### src/rtl/tlb_lookup_if.sv
// rtl/tlb_lookup_if.sv - lookup, entry-write and INVTLB signal bundle for tlb_lookup
interface tlb_lookup_if #(
  parameter int TLBNUM = 16,
  parameter int IDX_W  = $clog2(TLBNUM)
);
  logic             req_valid;
  logic             req_ready;
  logic [18:0]      req_vppn;
  logic             req_odd;
  logic [9:0]       req_asid;

  logic             resp_valid;
  logic             resp_hit;
  logic [IDX_W-1:0] resp_idx;
  logic [19:0]      resp_pfn;
  logic             resp_ne;
  logic             resp_d;
  logic [1:0]       resp_mat;
  logic [1:0]       resp_plv;

  logic             we;
  logic [IDX_W-1:0] w_idx;
  logic             w_e;
  logic             w_g;
  logic [5:0]       w_ps;
  logic [18:0]      w_vppn;
  logic [9:0]       w_asid;
  logic [25:0]      w_lo0;
  logic [25:0]      w_lo1;

  logic             inv_valid;
  logic [4:0]       inv_op;
  logic [9:0]       inv_asid;
  logic [18:0]      inv_vppn;
  logic             inv_busy;
  logic             inv_done;

  modport master (
    output req_valid, req_vppn, req_odd, req_asid,
    input  req_ready,
    input  resp_valid, resp_hit, resp_idx, resp_pfn, resp_ne, resp_d, resp_mat, resp_plv,
    output we, w_idx, w_e, w_g, w_ps, w_vppn, w_asid, w_lo0, w_lo1,
    output inv_valid, inv_op, inv_asid, inv_vppn,
    input  inv_busy, inv_done
  );

  modport slave (
    input  req_valid, req_vppn, req_odd, req_asid,
    output req_ready,
    output resp_valid, resp_hit, resp_idx, resp_pfn, resp_ne, resp_d, resp_mat, resp_plv,
    input  we, w_idx, w_e, w_g, w_ps, w_vppn, w_asid, w_lo0, w_lo1,
    input  inv_valid, inv_op, inv_asid, inv_vppn,
    output inv_busy, inv_done
  );
endinterface

### src/rtl/tlb_lookup.sv
// rtl/tlb_lookup.sv - fully-associative TLB: 1-cycle lookup, entry write, INVTLB walk
// Optional hit/miss counters enabled by TLB_PERF_EN.
module tlb_lookup #(
  parameter int TLBNUM = 16,
  parameter int IDX_W  = $clog2(TLBNUM)
) (
  input  logic        clk,
  input  logic        resetn,
  tlb_lookup_if.slave bus
`ifdef TLB_PERF_EN
  ,
  output logic [31:0] perf_hit,
  output logic [31:0] perf_miss
`endif
);

  typedef enum logic [1:0] {IDLE, WALK, DONE} state_t;

  state_t           r_state;
  logic [IDX_W-1:0] r_ptr;
  logic [4:0]       r_inv_op;
  logic [9:0]       r_inv_asid;
  logic [18:0]      r_inv_vppn;
  logic             r_inv_busy;
  logic             r_inv_done;

  logic             r_e    [TLBNUM];
  logic             r_g    [TLBNUM];
  logic [5:0]       r_ps   [TLBNUM];
  logic [18:0]      r_vppn [TLBNUM];
  logic [9:0]       r_asid [TLBNUM];
  logic [25:0]      r_lo0  [TLBNUM];
  logic [25:0]      r_lo1  [TLBNUM];

  logic             r_resp_valid;
  logic             r_resp_hit;
  logic [IDX_W-1:0] r_resp_idx;
  logic [19:0]      r_resp_pfn;
  logic             r_resp_ne;
  logic             r_resp_d;
  logic [1:0]       r_resp_mat;
  logic [1:0]       r_resp_plv;

  logic [TLBNUM-1:0] w_match;
  logic              w_hit;
  logic [IDX_W-1:0]  w_hit_idx;
  logic [25:0]       w_lo;
  logic              w_accept;
  logic              w_inv_asid_m;
  logic              w_inv_va_m;
  logic              w_inv_cond;
  logic              w_walk_clr;

  assign bus.req_ready = (r_state == IDLE) & ~bus.inv_valid;
  assign w_accept      = bus.req_valid & bus.req_ready;

  // A 2MB entry (ps=21) ignores the low 9 VPPN bits.
  always_comb begin
    w_match = '0;
    for (int i = 0; i < TLBNUM; i++) begin
      w_match[i] = r_e[i] & (r_g[i] | (r_asid[i] == bus.req_asid)) &
                   ((r_ps[i] == 6'd21) ? (r_vppn[i][18:9] == bus.req_vppn[18:9])
                                       : (r_vppn[i] == bus.req_vppn));
    end
  end

  // Descending scan so the lowest matching index is the one left standing.
  always_comb begin
    w_hit     = 1'b0;
    w_hit_idx = '0;
    w_lo      = '0;
    for (int i = TLBNUM - 1; i >= 0; i--) begin
      if (w_match[i]) begin
        w_hit     = 1'b1;
        w_hit_idx = IDX_W'(i);
        w_lo      = ((r_ps[i] == 6'd21) ? bus.req_vppn[8] : bus.req_odd) ? r_lo1[i] : r_lo0[i];
      end
    end
  end

  always_ff @(posedge clk or negedge resetn) begin
    if (!resetn) begin
      r_resp_valid <= 1'b0;
      r_resp_hit   <= 1'b0;
      r_resp_idx   <= '0;
      r_resp_pfn   <= '0;
      r_resp_ne    <= 1'b1;
      r_resp_d     <= 1'b0;
      r_resp_mat   <= '0;
      r_resp_plv   <= '0;
    end else begin
      r_resp_valid <= w_accept;
      if (w_accept) begin
        r_resp_hit <= w_hit;
        r_resp_idx <= w_hit_idx;
        r_resp_pfn <= w_lo[25:6];
        r_resp_ne  <= ~(w_hit & w_lo[0]);
        r_resp_d   <= w_lo[1];
        r_resp_mat <= w_lo[3:2];
        r_resp_plv <= w_lo[5:4];
      end
    end
  end

  always_comb begin
    w_inv_asid_m = (r_asid[r_ptr] == r_inv_asid);
    w_inv_va_m   = (r_ps[r_ptr] == 6'd21) ? (r_vppn[r_ptr][18:9] == r_inv_vppn[18:9])
                                          : (r_vppn[r_ptr] == r_inv_vppn);
    w_inv_cond   = 1'b0;
    case (r_inv_op)
      5'd0, 5'd1: w_inv_cond = 1'b1;
      5'd2:       w_inv_cond = r_g[r_ptr];
      5'd3:       w_inv_cond = ~r_g[r_ptr];
      5'd4:       w_inv_cond = ~r_g[r_ptr] & w_inv_asid_m;
      5'd5:       w_inv_cond = ~r_g[r_ptr] & w_inv_asid_m & w_inv_va_m;
      5'd6:       w_inv_cond = (r_g[r_ptr] | w_inv_asid_m) & w_inv_va_m;
      default:    w_inv_cond = 1'b0;
    endcase
  end

  assign w_walk_clr = (r_state == WALK) & w_inv_cond;

  always_ff @(posedge clk or negedge resetn) begin
    if (!resetn) begin
      r_state    <= IDLE;
      r_ptr      <= '0;
      r_inv_op   <= '0;
      r_inv_asid <= '0;
      r_inv_vppn <= '0;
      r_inv_busy <= 1'b0;
      r_inv_done <= 1'b0;
    end else begin
      case (r_state)
        IDLE: begin
          if (bus.inv_valid) begin
            r_state    <= WALK;
            r_ptr      <= '0;
            r_inv_op   <= bus.inv_op;
            r_inv_asid <= bus.inv_asid;
            r_inv_vppn <= bus.inv_vppn;
            r_inv_busy <= 1'b1;
          end
        end
        WALK: begin
          r_ptr <= r_ptr + 1'b1;
          if (r_ptr == IDX_W'(TLBNUM - 1)) begin
            r_state    <= DONE;
            r_inv_done <= 1'b1;
          end
        end
        DONE: begin
          r_state    <= IDLE;
          r_inv_done <= 1'b0;
          r_inv_busy <= 1'b0;
        end
        default: r_state <= IDLE;
      endcase
    end
  end

  // A write landing on the entry the walk is clearing this cycle keeps the written value.
  always_ff @(posedge clk or negedge resetn) begin
    if (!resetn) begin
      for (int i = 0; i < TLBNUM; i++) begin
        r_e[i]    <= 1'b0;
        r_g[i]    <= 1'b0;
        r_ps[i]   <= '0;
        r_vppn[i] <= '0;
        r_asid[i] <= '0;
        r_lo0[i]  <= '0;
        r_lo1[i]  <= '0;
      end
    end else begin
      if (w_walk_clr) begin
        r_e[r_ptr] <= 1'b0;
      end
      if (bus.we) begin
        r_e[bus.w_idx]    <= bus.w_e;
        r_g[bus.w_idx]    <= bus.w_g;
        r_ps[bus.w_idx]   <= bus.w_ps;
        r_vppn[bus.w_idx] <= bus.w_vppn;
        r_asid[bus.w_idx] <= bus.w_asid;
        r_lo0[bus.w_idx]  <= bus.w_lo0;
        r_lo1[bus.w_idx]  <= bus.w_lo1;
      end
    end
  end

  assign bus.resp_valid = r_resp_valid;
  assign bus.resp_hit   = r_resp_hit;
  assign bus.resp_idx   = r_resp_idx;
  assign bus.resp_pfn   = r_resp_pfn;
  assign bus.resp_ne    = r_resp_ne;
  assign bus.resp_d     = r_resp_d;
  assign bus.resp_mat   = r_resp_mat;
  assign bus.resp_plv   = r_resp_plv;
  assign bus.inv_busy   = r_inv_busy;
  assign bus.inv_done   = r_inv_done;

`ifdef TLB_PERF_EN
  logic [31:0] r_perf_hit;
  logic [31:0] r_perf_miss;

  always_ff @(posedge clk or negedge resetn) begin
    if (!resetn) begin
      r_perf_hit  <= '0;
      r_perf_miss <= '0;
    end else begin
      if (r_resp_valid & r_resp_hit & ~r_resp_ne) begin
        r_perf_hit <= r_perf_hit + 32'd1;
      end
      if (r_resp_valid & r_resp_ne) begin
        r_perf_miss <= r_perf_miss + 32'd1;
      end
    end
  end

  assign perf_hit  = r_perf_hit;
  assign perf_miss = r_perf_miss;
`endif

endmodule

### src/flat_wrapper.sv
// flat-port wrapper written by rule: the top's interface ports become plain ports
module tlb_lookup_flat 
#(
  parameter int TLBNUM = 16,
  parameter int IDX_W  = $clog2(TLBNUM)
)
  (clk, resetn, bus_req_valid, bus_req_vppn, bus_req_odd, bus_req_asid, bus_req_ready, bus_resp_valid, bus_resp_hit, bus_resp_idx, bus_resp_pfn, bus_resp_ne, bus_resp_d, bus_resp_mat, bus_resp_plv, bus_we, bus_w_idx, bus_w_e, bus_w_g, bus_w_ps, bus_w_vppn, bus_w_asid, bus_w_lo0, bus_w_lo1, bus_inv_valid, bus_inv_op, bus_inv_asid, bus_inv_vppn, bus_inv_busy, bus_inv_done);
  tlb_lookup_if #(.TLBNUM(TLBNUM), .IDX_W(IDX_W)) bus_i ();
  input  logic clk;
  input  logic resetn;
  input wire logic [$bits(bus_i.req_valid)-1:0] bus_req_valid;
  input wire logic [$bits(bus_i.req_vppn)-1:0] bus_req_vppn;
  input wire logic [$bits(bus_i.req_odd)-1:0] bus_req_odd;
  input wire logic [$bits(bus_i.req_asid)-1:0] bus_req_asid;
  output wire logic [$bits(bus_i.req_ready)-1:0] bus_req_ready;
  output wire logic [$bits(bus_i.resp_valid)-1:0] bus_resp_valid;
  output wire logic [$bits(bus_i.resp_hit)-1:0] bus_resp_hit;
  output wire logic [$bits(bus_i.resp_idx)-1:0] bus_resp_idx;
  output wire logic [$bits(bus_i.resp_pfn)-1:0] bus_resp_pfn;
  output wire logic [$bits(bus_i.resp_ne)-1:0] bus_resp_ne;
  output wire logic [$bits(bus_i.resp_d)-1:0] bus_resp_d;
  output wire logic [$bits(bus_i.resp_mat)-1:0] bus_resp_mat;
  output wire logic [$bits(bus_i.resp_plv)-1:0] bus_resp_plv;
  input wire logic [$bits(bus_i.we)-1:0] bus_we;
  input wire logic [$bits(bus_i.w_idx)-1:0] bus_w_idx;
  input wire logic [$bits(bus_i.w_e)-1:0] bus_w_e;
  input wire logic [$bits(bus_i.w_g)-1:0] bus_w_g;
  input wire logic [$bits(bus_i.w_ps)-1:0] bus_w_ps;
  input wire logic [$bits(bus_i.w_vppn)-1:0] bus_w_vppn;
  input wire logic [$bits(bus_i.w_asid)-1:0] bus_w_asid;
  input wire logic [$bits(bus_i.w_lo0)-1:0] bus_w_lo0;
  input wire logic [$bits(bus_i.w_lo1)-1:0] bus_w_lo1;
  input wire logic [$bits(bus_i.inv_valid)-1:0] bus_inv_valid;
  input wire logic [$bits(bus_i.inv_op)-1:0] bus_inv_op;
  input wire logic [$bits(bus_i.inv_asid)-1:0] bus_inv_asid;
  input wire logic [$bits(bus_i.inv_vppn)-1:0] bus_inv_vppn;
  output wire logic [$bits(bus_i.inv_busy)-1:0] bus_inv_busy;
  output wire logic [$bits(bus_i.inv_done)-1:0] bus_inv_done;
  assign bus_i.req_valid = bus_req_valid;
  assign bus_i.req_vppn = bus_req_vppn;
  assign bus_i.req_odd = bus_req_odd;
  assign bus_i.req_asid = bus_req_asid;
  assign bus_req_ready = bus_i.req_ready;
  assign bus_resp_valid = bus_i.resp_valid;
  assign bus_resp_hit = bus_i.resp_hit;
  assign bus_resp_idx = bus_i.resp_idx;
  assign bus_resp_pfn = bus_i.resp_pfn;
  assign bus_resp_ne = bus_i.resp_ne;
  assign bus_resp_d = bus_i.resp_d;
  assign bus_resp_mat = bus_i.resp_mat;
  assign bus_resp_plv = bus_i.resp_plv;
  assign bus_i.we = bus_we;
  assign bus_i.w_idx = bus_w_idx;
  assign bus_i.w_e = bus_w_e;
  assign bus_i.w_g = bus_w_g;
  assign bus_i.w_ps = bus_w_ps;
  assign bus_i.w_vppn = bus_w_vppn;
  assign bus_i.w_asid = bus_w_asid;
  assign bus_i.w_lo0 = bus_w_lo0;
  assign bus_i.w_lo1 = bus_w_lo1;
  assign bus_i.inv_valid = bus_inv_valid;
  assign bus_i.inv_op = bus_inv_op;
  assign bus_i.inv_asid = bus_inv_asid;
  assign bus_i.inv_vppn = bus_inv_vppn;
  assign bus_inv_busy = bus_i.inv_busy;
  assign bus_inv_done = bus_i.inv_done;
  tlb_lookup #(.TLBNUM(TLBNUM), .IDX_W(IDX_W)) u_core (.clk(clk), .resetn(resetn), .bus(bus_i));
endmodule
### config.mk
export PLATFORM = sky130hd
export DESIGN_NAME = tlb_lookup_flat
export DESIGN_NICKNAME = d
export VERILOG_FILES = /design/src/rtl/tlb_lookup_if.sv /design/src/rtl/tlb_lookup.sv /design/src/flat_wrapper.sv
export SDC_FILE = /design/constraint.sdc
export NUM_CORES = 2
export LEC_CHECK = 0
export ABC_CLOCK_PERIOD_IN_PS = 6000
export CORE_MARGIN = 5
export CORE_UTILIZATION = 45
export CTS_CLUSTER_DIAMETER = 50
export DETAILED_ROUTE_END_ITERATION = 8
export SYNTH_ARGS = -nofsm -noshare
export SYNTH_HDL_FRONTEND = slang
export SYNTH_SLANG_ARGS = --single-unit
### constraint.sdc
create_clock -name clk -period 6 [get_ports clk]
set_clock_uncertainty 0.1 [all_clocks]
set_input_delay 1.2 -clock clk [delete_from_list [all_inputs] [get_ports clk]]
set_output_delay 1.2 -clock clk [all_outputs]
set_load 0.02 [all_outputs]
==> flow_summary.json <==
{
  "detailed_place.area_um2": 80000,
  "grt_start_max_net_pins": 168,
  "io_pins": 197,
  "fmaxAchievable_mhz": 200,
  "grt_pass1_wl_um": 371000,
  "netlist_area_um2": 74700,
  "multi_input_area_um2": 35800,
  "p_per_area_nw_per_um2": 401,
  "ant_nets": 0,
  "timing.setup.critical_path_class": "flop to flop",
  "grt_antenna_before_repair": 22,
  "synth_seq_area_share_pct": 50.2,
  "synthDistinctLibCells": 75,
  "slew_violations": 0,
  "period_share_pct": 83.2,
  "type_of_origin_of_the_critical_path": "flop",
  "post_synthesis_net_count": 5797,
  "design.core.area_um2": 165000,
  "numClockSinks": 1498,
  "drt-vias-per-instance": 6.14,
  "cells_resized_by_post_cts_repair": 0,
  "place_congestion": 0.964,
  "cp_max_fo": 46,
  "cts_post_setup_buffers_inserted": 0,
  "post-route-util_pct": 52.2,
  "synth_top_flop_cell": "dfrtp_1",
  "detailroute.wirelength.met2_um": 116000,
  "layout.area.seq_um2": 37500,
  "period_minus_slack_ps": 4990,
  "finish.instance_area_um2": 86100,
  "ys.warnings.count": 0,
  "via_count_of_the_first_global_routing_pass": 51300,
  "dr_wl_met3_um": 16100,
  "timing_worst_slew_pin_value_ps": 1370,
  "critPathArrivalTime_ps": 5540,
  "cp-end-kind": "flop",
  "grt_remaining_overflow": 0,
  "chipHeight_um": 417,
  "grt_util_all_layers_pct": 29.0,
  "nets": 5916,
  "clock_path_buffers": 3,
  "synth-edff-count": 0,
  "per_cell_routed_wire_length_um": 31.4,
  "rsz0062_at_grt": "false",
  "slew-limit-headroom_pct": 6.42,
  "clkLatencyLatePin_ps": 820,
  "drtPass1Iterations": 7,
  "yosys_register_bits": 1498,
  "path_clk_slew_ps": 60,
  "clock_tree_from_tritoncts": "built",
  "drt-met1-wl_um": 110000,
  "io_buffer_count": 196,
  "start_util_pct": 45.3,
  "dp_hpwl_um": 169000,
  "core.rowCount": 149,
  "maxCapViolations": 0,
  "wirelength_um": 254000,
  "post_synth_inst_count": 5631,
  "number_of_design_rule_violations_left_after_detail_routing": 0,
  "maxUsedRoutingLayer": "met5",
  "rrSetupSlack_ps": 1010,
  "cts_root_buffer": "clkbuf_16",
  "setup-violations-final": 0,
  "hold_violations": 0,
  "cts.htree.levels": 4,
  "finalSetupTns_ps": 0,
  "via_count": 49700,
  "post_synth.cell_area_avg_um2": 13.3,
  "drive_above_1_share_pct": 37.7,
  "required_ps": 6550,
  "drtIter0Drc": 4376,
  "synth-async-reset-ratio_pct": 100,
  "worstHoldPathType": "primary input to async pin",
  "dieArea_um2": 174000,
  "cts_buffers": 182,
  "cts_hold_repair.buffers": 0,
  "fp.dieW_um": 417,
  "power.ir.vdd_worst_v": 0.000310,
  "area_delta_synth_final_pct": 15.3,
  "number_of_filler_cells_placed_in_the_layout": 14100,
  "power.leakage_nw": 36.6,
  "outcome": "completed"
}
[stage by stage]
step	total power [mW]	hold slack (ps)	setup slack, ps	std cells
detailed placement	23.4	385	520	7755
global placement	23.2	378	555	7755
finish	34.5	167	1010	8096
global route	36.0	211	693	8088
floorplan	20.1	370	1590	5631
CTS	34.7	210	964	8087
[worst max-delay path, cell delays in order, from the launching register on]
cell	delay, ps
dfrtp_4	1070
buf_4	370
inv_2	210
mux2i_1	170
mux2i_1	470
xor2_1	130
nor4_1	450
a31oi_1	340
or4_1	610
a2bb2oi_2	150
buf_4	210
nor3b_2	290
a31oi_1	120
[layout by cell type, fill, tap and decap left out, types with 87 or more instances in the layout]
| cell type | Yosys | final |
|---|---|---|
| xor2_1 | 213 | 213 |
| a21oi_1 | 108 | 108 |
| clkdlybuf4s50_1 | 0 | 193 |
| mux2_2 | 1504 | 1504 |
| buf_4 | 5 | 166 |
| nand4_1 | 87 | 87 |
| nand2_1 | 122 | 115 |
| xnor2_1 | 283 | 283 |
| mux2i_1 | 441 | 425 |
| mux4_2 | 120 | 120 |
| dfrtp_1 | 1497 | 1493 |
| clkbuf_16 | 0 | 185 |
[kinds of logic (layout without fill, tap and decap cells)]
| kind of cell | after synthesis | count (layout) | share of synthesized area [%] |
|---|---|---|---|
| AOI/OAI and AO/OA | 548 | 548 | 5.13 |
| muxes | 2065 | 2065 | 32.2 |
| buffers and inverters | 476 | 743 | 2.53 |
| and+or+nand+nor | 544 | 544 | 4.09 |
| DFF | 1498 | 1498 | 50.2 |
| xor gates and xnor gates | 496 | 496 | 5.81 |
| other | 0 | 9 | 0 |
| adders and majority gates | 4 | 4 | 0.0670 |
[registers in the layout, indices dropped and copies added, names as in the netlist, 10 cells and up]
name	count
u_core.r_lo0	416
u_core.r_e	16
u_core.bus.resp_pfn	20
u_core.r_inv_vppn	19
u_core.r_g	16
u_core.r_vppn	304
u_core.r_asid	160
u_core.r_inv_asid	10
u_core.r_ps	96
u_core.r_lo1	416
[report_power, final]
| group | leakage (nW) | switching (mW) | total [mW] | internal, mW |
|---|---|---|---|---|
| sequential | 18.4 | 2.08 | 14.6 | 12.5 |
| clock | 3.00 | 4.55 | 11.2 | 6.67 |
| combinational | 15.2 | 4.18 | 8.70 | 4.51 |
| total | 36.6 | 10.8 | 34.5 | 23.7 |
[path summary, 6_finish.rpt]
path | start | endpoint | cells after the start
worst max register to register | u_core.r_ptr[0] | u_core.r_e[7] | 12
worst max-delay path | u_core.r_ptr[0] | u_core.r_e[7] | 12
min in group clk | u_core.r_ps[44] | u_core.r_ps[44] | 1
worst min-delay path | resetn | u_core.r_vppn[61] | 1
max in group asynchronous | resetn | u_core.r_lo1[402] | 3
worst min register to register | u_core.r_ps[44] | u_core.r_ps[44] | 1
[cells in the mapped netlist, drive strengths merged (9+ instances only)]
| cell | instances | area share, % |
|---|---|---|
| and4b | 9 | 0.12 |
| inv | 11 | 0.055 |
| xor2 | 213 | 2.5 |
| nor2b | 35 | 0.29 |
| and2 | 9 | 0.075 |
| mux2 | 1504 | 23 |
| nor3b | 11 | 0.12 |
| o31ai | 24 | 0.24 |
| o221a | 26 | 0.39 |
| o21ai | 86 | 0.58 |
| mux2i | 441 | 5.9 |
| a21oi | 108 | 0.72 |
| a22oi | 84 | 0.84 |
| nand4 | 87 | 0.73 |
| clkbuf | 372 | 1.9 |
| a32oi | 22 | 0.26 |
| and4 | 13 | 0.15 |
| nand2b | 9 | 0.075 |
| o22ai | 45 | 0.38 |
| xnor2 | 283 | 3.3 |
| nor4b | 20 | 0.23 |
| mux4 | 120 | 3.6 |
| a41oi | 21 | 0.25 |
| dfrtp | 1497 | 50 |
| and3 | 9 | 0.075 |
| a31oi | 11 | 0.092 |
| o221ai | 25 | 0.29 |
| nor3 | 33 | 0.23 |
| buf | 91 | 0.59 |
| nor2 | 54 | 0.27 |
| nand3 | 45 | 0.30 |
| nand2 | 122 | 0.61 |
| nor4 | 54 | 0.47 |
| a211oi | 27 | 0.27 |
[layout make-up]
cell class	count	share of cell area [%]
inverter	13	0.0567
timing repair buffer	398	4.57
antenna	9	0.0261
clock inverter	83	1.09
sequential	1498	43.5
multi-input combinational	3657	41.5
clock buffer	249	6.01
tap	2189	3.18
[layer usage]
metal | vias to the layer above | global-route usage, %
met2 | 1678 | 45.3
met1 | 26600 | 40.0
li1 | 21000 | -
met4 | 12 | 11.9
met3 | 478 | 5.31
met5 | - | 0
Note: power is estimated with default switching activity, not from simulation.
